`config.mk`:
```
export PLATFORM = sky130hd
export DESIGN_NAME = xor_descrambler
export DESIGN_NICKNAME = d
export VERILOG_FILES = /design/src/rtl/xor_descrambler.sv
export SDC_FILE = /design/constraint.sdc
export NUM_CORES = 1
export LEC_CHECK = 0
export ABC_CLOCK_PERIOD_IN_PS = 5600
export CAP_MARGIN = 20
export CORE_ASPECT_RATIO = 0.9
export CORE_UTILIZATION = 35
export DETAILED_ROUTE_END_ITERATION = 8
export PLACE_DENSITY = 0.61
export SETUP_SLACK_MARGIN = 0.4
export SLEW_MARGIN = 20
export SYNTH_ARGS = -nofsm -noshare
export SYNTH_HDL_FRONTEND = slang
export SYNTH_SLANG_ARGS = --single-unit
```
`constraint.sdc`:
```
create_clock -name clk -period 5.6 [get_ports clk]
set_input_delay 1.12 -clock clk [delete_from_list [all_inputs] [get_ports clk]]
set_output_delay 1.12 -clock clk [all_outputs]
set_load 0.02 [all_outputs]
```
`src/rtl/xor_descrambler.sv`:
```
// Self-synchronizing x^58 + x^39 + 1 descrambler, 32 bits per cycle,
// with a valid/ready input, a registered output stage and a word counter.
module xor_descrambler #(
    parameter int CNT_W = 32
) (
    input  logic             clk,
    input  logic             rst,
    input  logic [31:0]      in_data,
    input  logic             in_valid,
    output logic             in_ready,
    output logic [31:0]      out_data,
    output logic             out_valid,
    input  logic             out_ready,
    input  logic             seed_load,
    input  logic [57:0]      seed,
    input  logic             bypass,
    output logic [CNT_W-1:0] word_count
);

    logic [57:0] hist;
    logic [31:0] descr;
    logic [31:0] d_rev;
    logic        accept;
    logic        out_hs;

    assign in_ready = !seed_load && (!out_valid || out_ready);
    assign accept   = in_valid && in_ready;
    assign out_hs   = out_valid && out_ready;

    // Both taps of every bit come from history, so no ripple across the word.
    always_comb begin
        descr = '0;
        d_rev = '0;
        for (int i = 0; i < 32; i++) begin
            descr[i] = in_data[i] ^ hist[38-i] ^ hist[57-i];
            d_rev[i] = in_data[31-i];
        end
    end

    always_ff @(posedge clk or posedge rst) begin
        if (rst) begin
            hist <= '0;
        end else if (seed_load) begin
            hist <= seed;
        end else if (accept) begin
            hist <= {hist[25:0], d_rev};
        end
    end

    always_ff @(posedge clk or posedge rst) begin
        if (rst) begin
            out_valid <= 1'b0;
            out_data  <= '0;
        end else if (accept) begin
            out_valid <= 1'b1;
            out_data  <= bypass ? in_data : descr;
        end else if (out_hs) begin
            out_valid <= 1'b0;
        end
    end

    always_ff @(posedge clk or posedge rst) begin
        if (rst) begin
            word_count <= '0;
        end else if (out_hs) begin
            word_count <= word_count + CNT_W'(1);
        end
    end

endmodule

```
==> impl_metrics.ini, run 1 <==
[cts]
clkLatencyLatePin_ns = 0.41
cts_buffers = 17
clk_pin_slew_ns = 0.05
hold_buffers = 0
cts_resized = 0
numClockSinks = 123
cts-root-buf = clkbuf_16
htreeDepth = 4
cts_tree = yes
clockBufferDepth = 2
postCtsSetupRepairBufs = 0

[synth]
syn_inst = 578
synth_compound_area_frac = 0.1081
synthTopCellsByCount = dfrtp_1, nand2_1, xnor2_1
syn_avg_cell_area_sq_um = 9.973
muxShareOfSynthArea = 0.001954
async_flop_share = 1.000
synth-simple-area-share = 0.1817
synth_fa_ha_area_frac = 0.002171
synth.most_common_cell = dfrtp_1
synth_area_leaders = dfrtp_1, xnor2_1, nand2_1
syn_area_sq_um = 5764
synth_edf_count = 0
synth_top_family_by_area = simple AND/OR/NAND/NOR gates
ys_seq_area_frac = 0.5340
yosysWarnings = 0
synth_cell_types = 31
synth_seq_cells = 123
yosysTopAreaCell = dfrtp_1
synth_fp_nets = 675
synth_top_area_frac = 0.5340
synthXorXnorAreaFrac = 0.1443
ys.flop_type = dfrtp_1

[die]
die_x_um = 137.3
start_util = 0.3574
num_io_pins = 162
core_area_sq_um = 16130
die_area_sq_um = 16990
die_height_um = 123.7
rows = 44

[setup_path]
cp_slowest_cell = clkdlybuf4s50_1
end_kind = output port
path_class = input port to output port
critical_path.cell_chain = clkdlybuf4s50_1 -> and2b_2 -> nor2_1 -> clkdlybuf4s50_1
cpPeakStageDelay_ns = 0.62
start_kind = input port
crit_family = buffers and inverters
cp_max_fo = 5
required_ns = 4.48
crit_buf_inv = 2
critPathArrivalTime_ns = 2.67
crit_path_frequent_cell = clkdlybuf4s50_1

[power_and_ir_drop]
p_per_area_nw_per_um2 = 342.9
p_total_mw = 2.782
ir_drop_uv = 216.9
leakagePower_nw = 3.450

[timing]
fin_ws_ns = 1.813
hold_viol = 0
slew_viol_final = 0
setup-violations-final = 0
worstMarginPinSlew_ns = 1.005
fmax_mhz = 264.0
period_share = 0.6763
fin_skew_ns = 0.01034
fin_crit_ns = 3.787
rsz0062_at_grt = false
max-slew-margin-rel = 0.3268
fin_tns_setup_ns = 0

[grt]
grt-ovfl-total = 0
grt_pass1_vias = 4801
grt_usage = 0.2019
grt_pass1_wl_mm = 25.50
grt_max_degree = 63
antenna_found_initial = 0

[route]
drc_errors = 0
first_iter_violations = 264
ant_nets = 0
num_vias = 4749
drt_first_pass_iters = 5
wl_per_cell_um = 17.05
vias_per_cell = 4.968
drt-total-wl_mm = 16.30

[place]
place_ws_ns = 1.811
io_buffers = 161
place_congestion = 0.8331
dp_hpwl_mm = 11.56

[cells_and_area]
antenna_cells = 0
layout-area-overhead-vs-synth_pct = 40.76
final_util = 0.5030
drive_gt1_frac = 0.07610
final_net_count = 835

[run]
maxCapViolCount = 0

[worst_hold_path]
min_path_type = register to register

[outcome]
status = finished, final reports clean
==> report_power, final <==
group	leakage (nW)	internal, mW	total, mW	switching, mW
combinational	1.68	0.328	0.644	0.316
sequential	1.50	1.01	1.12	0.111
clock	0.274	0.634	1.02	0.384
==> per-layer routing <==
layer  GRT usage  share of wire
met1      0.2801           0.46
met2      0.3100           0.47
met3     0.05454          0.061
met4     0.05495          0.012
met5           0              0
==> cells by family (layout without fill, tap and decap cells) <==
logic type | Yosys count | count (layout)
buffers and inverters | 33 | 204
AOI/OAI and AO/OA | 91 | 91
DFF | 123 | 123
and+or+nand+nor | 234 | 234
xor gates and xnor gates | 95 | 95
muxes | 1 | 1
adders and majority gates | 1 | 1
==> state kept, by name, indices dropped and copies added (netlist names) <==
signal      cells
out_data       32
word_count     32
hist           58
out_valid       1
==> path summary, 6_finish.rpt <==
check	from	to	slack [ns]	cells after the start
max	out_ready	in_ready	1.81	4
min	word_count[31]	word_count[31]	0.47	1
max reg2reg	out_valid	hist[2]	3.36	5
min reg2reg	word_count[31]	word_count[31]	0.47	1
max in group asynchronous	rst	hist[57]	3.44	3
min in group asynchronous	rst	out_data[29]	1.12	2
==> metrics by stage <==
step	cell area (sq um)	cells	hold slack, ns
after global routing	8114	956	0.4901
after floorplan	5764	578	0.4468
final	8114	956	0.4699
after global placement	7571	926	0.4588
after CTS	8114	956	0.4777
after detailed placement	7571	926	0.4635
==> area by class of cell <==
| class | instances | area, sq um |
|---|---|---|
| Tap cell | 207 | 259.0 |
| Clock buffer | 21 | 470.5 |
| Sequential cell | 123 | 3078 |
| Clock inverter | 9 | 72.57 |
| Inverter | 3 | 13.76 |
| Multi-Input combinational cell | 422 | 2539 |
| Timing Repair Buffer | 171 | 1682 |
| Fill cell | 1506 | 8016 |
==> cells in the final DEF (no fill, tap or decap), types with 2 or more instances in the layout <==
cell	count
nor3_1	2
clkinv_2	7
clkbuf_8	3
o221a_2	5
and3_1	7
and4_1	8
a22oi_1	53
nand4_1	8
nand2_1	113
inv_1	2
xnor2_1	87
dfrtp_1	123
nand3_1	12
clkdlybuf4s50_1	160
xor2_1	8
nor2_1	69
buf_4	10
a21oi_1	32
clkbuf_16	17
nand2b_1	5
Power figures use the tool's default switching activity.
==> run 2, diff against run 1 <==
ABC_CLOCK_PERIOD_IN_PS = 3710   (was 5600)
clock period = 3.71 ns   (was 5.6 ns; I/O delays follow)
==> run 2 against run 1 <==
- utilization rose by 0.36 points
- non-clock buffer count increased by 1
- critical path depth unchanged
- sequential share of layout area fell by 0.27 points
- via count fell by 0.19%
- routed wire length shrank 0.54%
- combinational power increased by 51%
- global-route usage decreased by 0.19 points
- flip-flop and latch count is the same
- cell area up 0.71%
- first-iteration DRC count rose by 2.3%
- critical path type unchanged
- largest cell class unchanged
- largest power group unchanged
- highest routed layer unchanged
==> impl_metrics.ini, run 2 (synthesized netlist as in run 1, its figures left out) <==
[outcome]
status = finished, final reports clean

[place]
dp_hpwl_mm = 11.78
place_congestion = 0.7939
io_buffers = 161
place_inst = 927

[cells_and_area]
regMostFlops = hist
final_net_count = 836
final_common_cell = clkdlybuf4s50_1
reg_top3 = hist x58, out_data x32, word_count x32
stdcell_count = 958
layout_common_cells = clkdlybuf4s50_1, dfrtp_1, nand2_1
layout-area-overhead-vs-synth_pct = 41.76
antenna_cells = 0
drive_gt1_frac = 0.07590
largest_register_ffs = 58

[cts]
cts-root-buf = clkbuf_16
clkLatencyLatePin_ns = 0.42
cts_buffers = 17
postCtsSetupRepairBufs = 0
clk_pin_slew_ns = 0.05
htreeDepth = 4
cts_tree = yes
hold_buffers = 0
cts_resized = 0
clockBufferDepth = 2
numClockSinks = 123

[grt]
grt_pass1_vias = 4622
grt-ovfl-total = 0
antenna_found_initial = 0
grt_max_degree = 119
grt_usage = 0.2001
grt_pass1_wl_mm = 25.04

[power_and_ir_drop]
p_switching_mw = 1.228
leakagePower_nw = 3.463
p_per_area_nw_per_um2 = 520.8
ir_drop_uv = 339.8
power_switching_share = 0.2886
internal-power_mw = 3.028
seq_power_share = 0.398
power_frac_comb = 0.229
p_clk_frac = 0.373

[die]
die_x_um = 137.3
core_area_sq_um = 16130
num_io_pins = 162
die_area_sq_um = 16990
rows = 44
start_util = 0.3574
die_height_um = 123.7

[timing]
fin_crit_ns = 3.041
rsz0062_at_grt = false
period_share = 0.8197
worstMarginPinSlew_ns = 0.7165
fin_tns_setup_ns = 0
hold_viol = 0
max-slew-margin-rel = 0.5223
fmax_mhz = 328.8
setup-violations-final = 0
slew_viol_final = 0
fin_skew_ns = 0.009954

[setup_path]
r2r_cells = 5
start_kind = input port
required_ns = 2.97
end_kind = output port
endpoint = in_ready
critPathArrivalTime_ns = 2.30
rrSetupSlack_ns = 1.81
crit-reg2reg-launch = out_valid
regToRegEndpoint = hist[9]
crit_path_start = out_ready
cp_max_fo = 5
path_class = input port to output port

[route]
num_vias = 4740
vias_per_cell = 4.948
first_iter_violations = 270
ant_nets = 0
drc_errors = 0
wl_per_cell_um = 16.93
drt_first_pass_iters = 6
drt-total-wl_mm = 16.22

[worst_hold_path]
min_path_type = register to register

[run]
maxCapViolCount = 0
==> run 2: changes by cell type in the layout (fill, tap and decap cells not counted), sizes merged <==
cell,previous run,this run
clkinv,7,4
buf,11,12
clkbuf,21,25
clkinvlp,1,2
inv,3,2
==> run 2: critical path: stages <==
cell and delay, ns:
clkdlybuf4s50_1 0.56, and2b_2 0.26, nor2_1 0.12, clkdlybuf4s50_1 0.62
==> run 2: area by class of cell <==
type | count | area [sq um]
clock buffer | 25 | 505.5
clock inverter | 6 | 61.31
fill | 1498 | 7959
inverter | 3 | 15.01
multi-input combinational | 422 | 2539
sequential | 123 | 3078
tap | 207 | 259.0
timing repair buffer | 172 | 1714
==> run 2: per-stage QoR <==
step | util | cell area, sq um | hold slack, ns | worst slack, ns | power (mW)
3_3_place_gp | 0.4715 | 7605 | 0.4588 | 0.6947 | 2.679
6_report | 0.5066 | 8172 | 0.4724 | 0.6688 | 4.256
3_5_place_dp | 0.4715 | 7605 | 0.4653 | 0.6707 | 2.695
2_1_floorplan | - | 5768 | 0.4468 | 1.457 | 2.213
5_1_grt | 0.5066 | 8172 | 0.4945 | 0.6015 | 4.459
4_1_cts | 0.5066 | 8172 | 0.4776 | 0.6684 | 4.297
==> run 2: how the worst min path moves through the flow <==
stage	slack, ns	from	depth (start not counted)	end
4_1_cts	0.48	hist[1]	2	hist[1]
6_report	0.47	hist[3]	2	hist[3]
3_3_place_gp	0.46	hist[0]	2	hist[0]
5_1_grt	0.49	hist[1]	2	hist[1]
3_5_place_dp	0.47	hist[3]	2	hist[3]
2_1_floorplan	0.45	hist[0]	2	hist[0]
==> run 2: per-layer routing <==
metal	global-route usage	routed length (um)	up-vias
met1	0.2754	7470	2288
li1	-	-	2270
met5	0	0	-
met2	0.3078	7597	161
met3	0.04396	885	21
met4	0.07624	260	0
==> run 2: power groups by stage <==
stage	clock (mW)	combinational, mW	sequential, mW
floorplan	0	0.400	1.81
global placement	0	0.971	1.71
detailed placement	0	0.982	1.71
CTS	1.61	0.988	1.69
global route	1.68	1.06	1.72
finish	1.59	0.975	1.69
